## src/rtl/jtframe_rom_nslots.sv

```systemverilog
// rtl/jtframe_rom_nslots.sv - N read-only slots, each caching one 16-bit word, sharing one SDRAM read port
// A single outstanding SDRAM read is granted by fixed priority or round-robin; clr invalidates all caches.
module jtframe_rom_nslots #(
    parameter int NSLOT  = 5,
    parameter int SDRAMW = 22,
    parameter int AW     = 22,
    parameter int RROBIN = 0,
    parameter logic [NSLOT*SDRAMW-1:0] OFFSETS = '0
) (
    input  logic                clk,
    input  logic                rst,
    input  logic                clr,
    input  logic [NSLOT-1:0]    slot_cs,
    input  logic [NSLOT*AW-1:0] slot_addr,
    output logic [NSLOT*16-1:0] slot_dout,
    output logic [NSLOT-1:0]    slot_ok,
    output logic                sdram_req,
    output logic [SDRAMW-1:0]   sdram_addr,
    input  logic                sdram_ack,
    input  logic                data_rdy,
    input  logic [15:0]         data_read,
    output logic                spurious
);
    localparam int GW = NSLOT > 1 ? $clog2(NSLOT) : 1;

    localparam logic [1:0] IDLE = 2'd0;
    localparam logic [1:0] REQ  = 2'd1;
    localparam logic [1:0] WAIT = 2'd2;

    logic [1:0]        state;
    logic [NSLOT-1:0]  valid;
    logic [AW-1:0]     tag  [NSLOT];
    logic [15:0]       data [NSLOT];
    logic [GW-1:0]     grant, rr, sel, rr_nxt;
    logic [AW-1:0]     gaddr, sel_addr;
    logic [SDRAMW-1:0] sel_off;
    logic              drop, any_pend, done, write_ok;
    logic [NSLOT-1:0]  pend;

    // Hits are masked while clr is high so a slot being invalidated never reports stale data.
    genvar gn;
    generate
        for (gn = 0; gn < NSLOT; gn++) begin : g_slot
            assign slot_ok[gn] = slot_cs[gn] & valid[gn] & ~clr
                               & (tag[gn] == slot_addr[gn*AW +: AW]);
            assign pend[gn]    = slot_cs[gn] & ~slot_ok[gn];
            assign slot_dout[gn*16 +: 16] = data[gn];
        end
    endgenerate

    always_comb begin
        int idx;
        idx      = 0;
        sel      = '0;
        sel_addr = '0;
        sel_off  = '0;
        any_pend = 1'b0;
        for (int i = 0; i < NSLOT; i++) begin
            idx = (RROBIN != 0) ? (int'(rr) + i) % NSLOT : i;
            if (!any_pend && pend[idx]) begin
                any_pend = 1'b1;
                sel      = GW'(idx);
                sel_addr = slot_addr[idx*AW +: AW];
                sel_off  = OFFSETS[idx*SDRAMW +: SDRAMW];
            end
        end
    end

    assign rr_nxt   = (int'(sel) == NSLOT - 1) ? '0 : sel + GW'(1);
    // Data arriving in REQ (before or with ack) completes the transaction just like in WAIT.
    assign done     = (state != IDLE) && data_rdy;
    assign write_ok = !drop && !clr;

    always_ff @(posedge clk) begin
        if (rst) begin
            state      <= IDLE;
            sdram_req  <= 1'b0;
            sdram_addr <= '0;
            spurious   <= 1'b0;
            rr         <= '0;
            drop       <= 1'b0;
            valid      <= '0;
            grant      <= '0;
            gaddr      <= '0;
            for (int n = 0; n < NSLOT; n++) begin
                tag[n]  <= '0;
                data[n] <= '0;
            end
        end else begin
            if (clr) valid <= '0;
            if (done) begin
                state     <= IDLE;
                sdram_req <= 1'b0;
                drop      <= 1'b0;
                if (write_ok) begin
                    valid[grant] <= 1'b1;
                    tag[grant]   <= gaddr;
                    data[grant]  <= data_read;
                end
            end else begin
                if (clr && state != IDLE) drop <= 1'b1;
                case (state)
                    IDLE: begin
                        if (data_rdy) begin
                            spurious <= 1'b1;
                        end else if (any_pend) begin
                            grant      <= sel;
                            gaddr      <= sel_addr;
                            sdram_addr <= SDRAMW'(sel_addr) + sel_off;
                            sdram_req  <= 1'b1;
                            rr         <= rr_nxt;
                            state      <= REQ;
                        end
                    end
                    REQ: begin
                        if (sdram_ack) begin
                            sdram_req <= 1'b0;
                            state     <= WAIT;
                        end
                    end
                    WAIT: ;
                    default: state <= IDLE;
                endcase
            end
        end
    end
endmodule

```

## config.mk

```make
export PLATFORM = sky130hd
export DESIGN_NAME = jtframe_rom_nslots
export DESIGN_NICKNAME = d
export VERILOG_FILES = /design/src/rtl/jtframe_rom_nslots.sv
export SDC_FILE = /design/constraint.sdc
export NUM_CORES = 1
export LEC_CHECK = 0
export CAP_MARGIN = 5
export CORE_MARGIN = 2
export CORE_UTILIZATION = 25
export CTS_CLUSTER_SIZE = 12
export DETAILED_ROUTE_END_ITERATION = 10
export PLACE_DENSITY_LB_ADDON = 0.3
export SLEW_MARGIN = 20
export SYNTH_ARGS = -nofsm -noshare
export SYNTH_HDL_FRONTEND = slang
export SYNTH_SLANG_ARGS = --single-unit
```

## constraint.sdc

```tcl
create_clock -name clk -period 3.35 [get_ports clk]
set_clock_uncertainty 0.15 [all_clocks]
set_input_delay 0.335 -clock clk [delete_from_list [all_inputs] [get_ports clk]]
set_output_delay 0.335 -clock clk [all_outputs]
set_load 0.02 [all_outputs]
```

* After elaboration in Yosys (flattened, before gate mapping)
Memory sizes are Yosys's and may differ from the RTL's.
Cells that the tools add are included.
** Cells by class
- $lt $le $gt $ge :: 2
- Equality and inequality tests :: 10
- Muxes and demuxes :: 40
- Bitwise gates (word level) :: 30
- Reductions and logical operators :: 24
** Operators with widths (count)
- $mux 22 :: 6
- $eq 22x22->1 :: 5
- $reduce_or 22->1 :: 1
- $and 1x1->1 :: 20
- $mux 5 :: 4
- $mux 1 :: 18
- $mux 16 :: 1
- $reduce_or 16->1 :: 1
- $mux 3 :: 4
- $reduce_and 4->1 :: 3
- $not 1->1 :: 9
- $logic_and 1x1->1 :: 8
- $mux 2 :: 4
- $logic_not 1->1 :: 6
- $ne 2x2->1 const B :: 3
- $pmux 2 s3 :: 1
- $or 5x5->5 :: 1
- $lt 3x4->1 const B :: 1
- $reduce_bool 2->1 :: 2
- $demux 1 s3 :: 1
- $ge 3x1->1 const B :: 1
- $reduce_and 3->1 :: 1
- $eq 2x1->1 const B :: 1
- $eq 2x2->1 const B :: 1
- 3 further kinds :: 3
** Word-level totals
- Register bits :: 35
- Memory bits (writable) :: 190
- Output and inout bits :: 109
- Logic and storage cells :: 115
- Memories :: 2
** Memories
- tag :: words 5, width 22, rd ports 5, clocked after Yosys merged registers in 0, wr ports 5, line 32 : logic [AW-1:0] tag [NSLOT];
- data :: words 5, width 16, rd ports 5, clocked after Yosys merged registers in 0, wr ports 5, line 33 : logic [15:0] data [NSLOT];

* Depth between registers and ports, before layout
Gate-level depths: netlist of the first run.
- Word-level depth :: 21
- Depth in mapped cells :: 10
- Depth with buffers taken out :: 8

* Least setup slack after synthesis of the first run
Ideal clock, no wire load.
- Kind :: flip-flop to flip-flop
- Start point :: mem tag[4][15]
- End point :: reg gaddr[10]
- Arrival :: 2.663 ns
- Path slack :: 0.468 ns
- Cell stages (with the launch flop) :: 10
- Path buffers :: 1
- Period minus slack after synthesis :: 2.882 ns
- Cell sequence :: edfxtp_1 > xor2_1 > nor4_1 > nand4_1 > nor4_1 > nor2b_1 > o21ai_2 > buf_6 > nand3_1 > o21ai_1
** RTL lines
- start: declaration :: line 32
- end signal: assignment :: line 108 : gaddr <= sel_addr;
- end: declaration :: line 35 : logic [AW-1:0] gaddr, sel_addr;

==> impl_summary.md, run 1 <==
Logic synthesis
The synthesized design contains 225 register bits. The post-synth net total is 1,006. Synthesis handed over a netlist of 870 instances. For this run, asynchronously set or reset flops after synthesis account for 0. Averaged over all synthesized cells, the footprint is 12.4 um^2. The number of synthesized flops with an enable pin is 190.

The proportion of netlist area held by the largest area contributor is 0.528. sky130_fd_sc_hd__edfxtp_1 takes more of the synthesized area than any other cell. The most instantiated library cell after synthesis is sky130_fd_sc_hd__edfxtp_1. The count of unique library cells instantiated by Yosys is 54.

For this run, the leading register cell type out of synthesis is sky130_fd_sc_hd__edfxtp_1. The post-synthesis instance area is 10,800 um^2. Yosys printed 0 warnings. Ranked by instance count, the synthesized netlist is headed by 190 x sky130_fd_sc_hd__edfxtp_1, 189 x sky130_fd_sc_hd__and2_1, 65 x sky130_fd_sc_hd__xor2_1, 45 x sky130_fd_sc_hd__xnor2_1, 38 x sky130_fd_sc_hd__nand2_1. The share of the Yosys chip area taken by registers is 0.593.

After synthesis, the cell types taking the most area are sky130_fd_sc_hd__edfxtp_1 53%, sky130_fd_sc_hd__and2_1 11%, sky130_fd_sc_hd__dfxtp_1 6.5%.

Global route
The first global-routing pass estimated 54,100 um of wire. The overall routing resource usage is 0.167. For this run the aggregate overflow at the end of global routing stands at 0. The initial antenna violation count came to 4.

The via count of the first global-routing pass came to 8,022. Entering global routing, the biggest net connects 40 pins.

Timing
The final number of max-transition violations is 0. Setup repair after global routing left no endpoint under its margin. The number of hold-slack violations in the final timing report came to 0. The worst-margin pin slew is 598 ps. The worst path needs 3300 ps of the cycle, external delays included. Setup violations remaining at the end of the flow were counted as 0. The headroom to the max-slew limit is 0.598. Derived from the worst setup path, the maximum achievable clock frequency is 303 MHz. The final worst-path cycle share is 0.984. Setup slack on the critical path of the routed design comes to 52.9 ps.

Min path
The class of the most critical hold timing path is register to register.

Pwr
For this design the total switching power over the nets is 1.78 mW. The worst supply voltage drop on vdd is 356 uV. The total power density per cell area is 469 nW/um^2. The switching portion of total power is 0.246. The internal power summed over all cells is 5.46 mW. Of the total power, combinational logic draws 0.130. The share of total power dissipated in sequential elements is 0.447. The static power due to leakage is 5.68 nW.

The clock network fraction of total power is 0.423.

Routing
The final layout contains routed wiring with a total length of 37,900 um. The mean number of vias per cell is 4.46. The number of DRC violations after detailed routing is 0. The antenna violation net count after detailed routing is 0. For this block, the initial DRC count from the detailed router was 498. The number of vias after detailed routing is 7,888. The detail-routed net length per standard cell is 21.4 um. The number of search-and-repair iterations in the first detailed-routing pass is 4.

Layout
Counting the fill cells in the layout gives 4,223. The ratio of cells with drive above 1 in the final layout is 0.133. The final core area utilization is 0.360. Relative to the synthesized area, the layout overhead comes to 42.7%. The number of antenna diodes in the final layout is 0. The number of nets in the final layout is 1,298.

Clocking
The maximum clock path buffer count is 3. The root buffer cell chosen for the clock tree is sky130_fd_sc_hd__clkbuf_16. The clock net sink count is 225.

The post-CTS setup repair buffer count is 0. The TritonCTS clock tree is done. The clock transition time at the flip-flop clock pins of the worst setup and hold paths is 60 ps. The clock latency of the later-clocked register in the worst-skew pair is 560 ps. The TritonCTS buffer count is 27. In this run the number of H-tree levels came out at 1.

Floorplanning
The floorplan has 76 rows. From bottom edge to top edge, the die measures 212 um. The overall die area is 44,900 um^2. The area of the core is 42,900 um^2. 245 I/O pins were placed. The die span in x is 212 um. The starting utilization of the core area is 0.252.

Critical path
STA puts the critical path data arrival time at 2810 ps. The signal on the critical path passes through xnor2_1 -> nand4_1 -> or4_4 -> nor3_1 -> clkdlybuf4s50_1. The endpoint class of the critical path is an output port. Counting both buffers and inverters, the worst setup path holds a total of 1. The setup path with the least slack is of type register to output port. The largest fanout on the critical path is 2.

The gate family responsible for the most delay along the worst path is simple AND/OR/NAND/NOR gates. The worst setup path is launched from a register. On the worst path, the slowest cell contributes a delay of 670 ps. Among all stages on the critical path, the largest delay is contributed by sky130_fd_sc_hd__clkdlybuf4s50_1. The worst path required time is 2860 ps.

Run status
The flow ran to the end, and the final reports show no timing, DRC or antenna violations.

Placement
The detailed placer's ending HPWL is 28,900 um. OpenSTA, run right after detailed placement, puts the worst setup slack at -37.7 ps. The congestion estimate from routability-driven global placement came to 0.898. The count of port buffers added during placement is 244.

Run
Max-cap violations in this run came to 0.
[flip-flops by register name, indices dropped and copies added (netlist names)]
register,cells
data,80
drop,1
gaddr,22
grant,3
sdram_req,1
spurious,1
state,2
tag,110
valid,5
[final cells by class]
| type | count | area, um^2 | share of cell area |
|---|---|---|---|
| well taps | 585 | 732 | 0.0475 |
| repair buffers | 315 | 3210 | 0.208 |
| clock buffers | 31 | 691 | 0.0448 |
| clock inverters | 18 | 223 | 0.0144 |
| flip-flops and latches | 225 | 6410 | 0.415 |
| inverters | 5 | 18.8 | 0.00122 |
| multi-input cells | 588 | 4140 | 0.268 |
[per-stage QoR]
step	total power, mW	std cells	instance area [um^2]	hold slack [ps]	setup TNS (ps)
after floorplan	3.64	870	10800	276	0
after global placement	4.24	1718	14500	283	0
after detailed placement	4.24	1718	14500	289	-37.7
after CTS	7.32	1767	15400	305	0
after global routing	7.47	1767	15400	313	0
final	7.24	1767	15400	304	0
[what timing repair did]
item / CTS / global route
resized for setup: 0 / 1
endpoints found under the setup margin: 0 / 1
hold buffers: 0 / 0
[per-layer routing]
metal,share of wire,GRT usage
met2,0.48,0.281
met1,0.42,0.209
met4,0.029,0.0539
met3,0.075,0.0436
met5,0.0013,0
[logic make-up after synthesis]
group / share of synthesized area
compound gates: 0.0900
simple gates: 0.200
mux: 0.00104
xor+xnor: 0.0892
buf+inv: 0.0273
flops: 0.593
[worst paths after layout]
path                                              start                      to  slack [ps]  cells past startpoint
worst min register to register      valid[1]$_SDFF_PP0_     valid[1]$_SDFF_PP0_         300                      1
worst min-delay path                valid[1]$_SDFF_PP0_     valid[1]$_SDFF_PP0_         300                      1
worst max-delay path            tag[1][9]$_SDFFCE_PN0P_              slot_ok[1]          50                      5
worst max register to register  tag[1][9]$_SDFFCE_PN0P_  gaddr[20]$_SDFFE_PP0P_         350                      9
[placed cells by master, fill, tap and decap left out, types with 3 or more instances in the layout]
cell type,instances
sky130_fd_sc_hd__a211oi_1,22
sky130_fd_sc_hd__clkdlybuf4s50_1,243
sky130_fd_sc_hd__or2_2,4
sky130_fd_sc_hd__a21oi_1,6
sky130_fd_sc_hd__xnor2_1,45
sky130_fd_sc_hd__xor2_1,65
sky130_fd_sc_hd__buf_12,19
sky130_fd_sc_hd__clkinv_1,5
sky130_fd_sc_hd__o211a_1,20
sky130_fd_sc_hd__clkbuf_16,27
sky130_fd_sc_hd__nand4_1,14
sky130_fd_sc_hd__inv_1,4
sky130_fd_sc_hd__nand2_1,37
sky130_fd_sc_hd__a21o_1,6
sky130_fd_sc_hd__edfxtp_1,190
sky130_fd_sc_hd__o21ai_1,20
sky130_fd_sc_hd__nand3_1,24
sky130_fd_sc_hd__clkinv_2,4
sky130_fd_sc_hd__nor4_1,19
sky130_fd_sc_hd__nor3_1,8
sky130_fd_sc_hd__dfxtp_1,35
sky130_fd_sc_hd__o211ai_2,18
sky130_fd_sc_hd__nor3b_1,20
sky130_fd_sc_hd__o211ai_1,3
sky130_fd_sc_hd__nor2_1,32
sky130_fd_sc_hd__bufinv_16,5
sky130_fd_sc_hd__and2_1,189
sky130_fd_sc_hd__clkbuf_1,4
sky130_fd_sc_hd__nor3_2,3
sky130_fd_sc_hd__buf_4,53
[power by group through the flow]
| stage | clock network, mW | logic, mW | registers [mW] |
|---|---|---|---|
| floorplan | 0 | 0.301 | 3.34 |
| global route | 3.23 | 0.995 | 3.25 |
| finish | 3.06 | 0.943 | 3.24 |
| CTS | 3.13 | 0.954 | 3.24 |
| detailed placement | 0 | 0.946 | 3.30 |
| global placement | 0 | 0.947 | 3.29 |
(Power assumes the default switching activity.)
==> run 2: changes to the inputs <==
--- a/config.mk
+++ b/config.mk
@@ -11,7 +11,6 @@
 export CTS_CLUSTER_SIZE = 12
 export DETAILED_ROUTE_END_ITERATION = 10
 export PLACE_DENSITY_LB_ADDON = 0.3
-export SLEW_MARGIN = 20
 export SYNTH_ARGS = -nofsm -noshare
 export SYNTH_HDL_FRONTEND = slang
 export SYNTH_SLANG_ARGS = --single-unit
==> results of run 2 <==
Same layout as run 1: the final DEF is identical, and so are final timing and power.
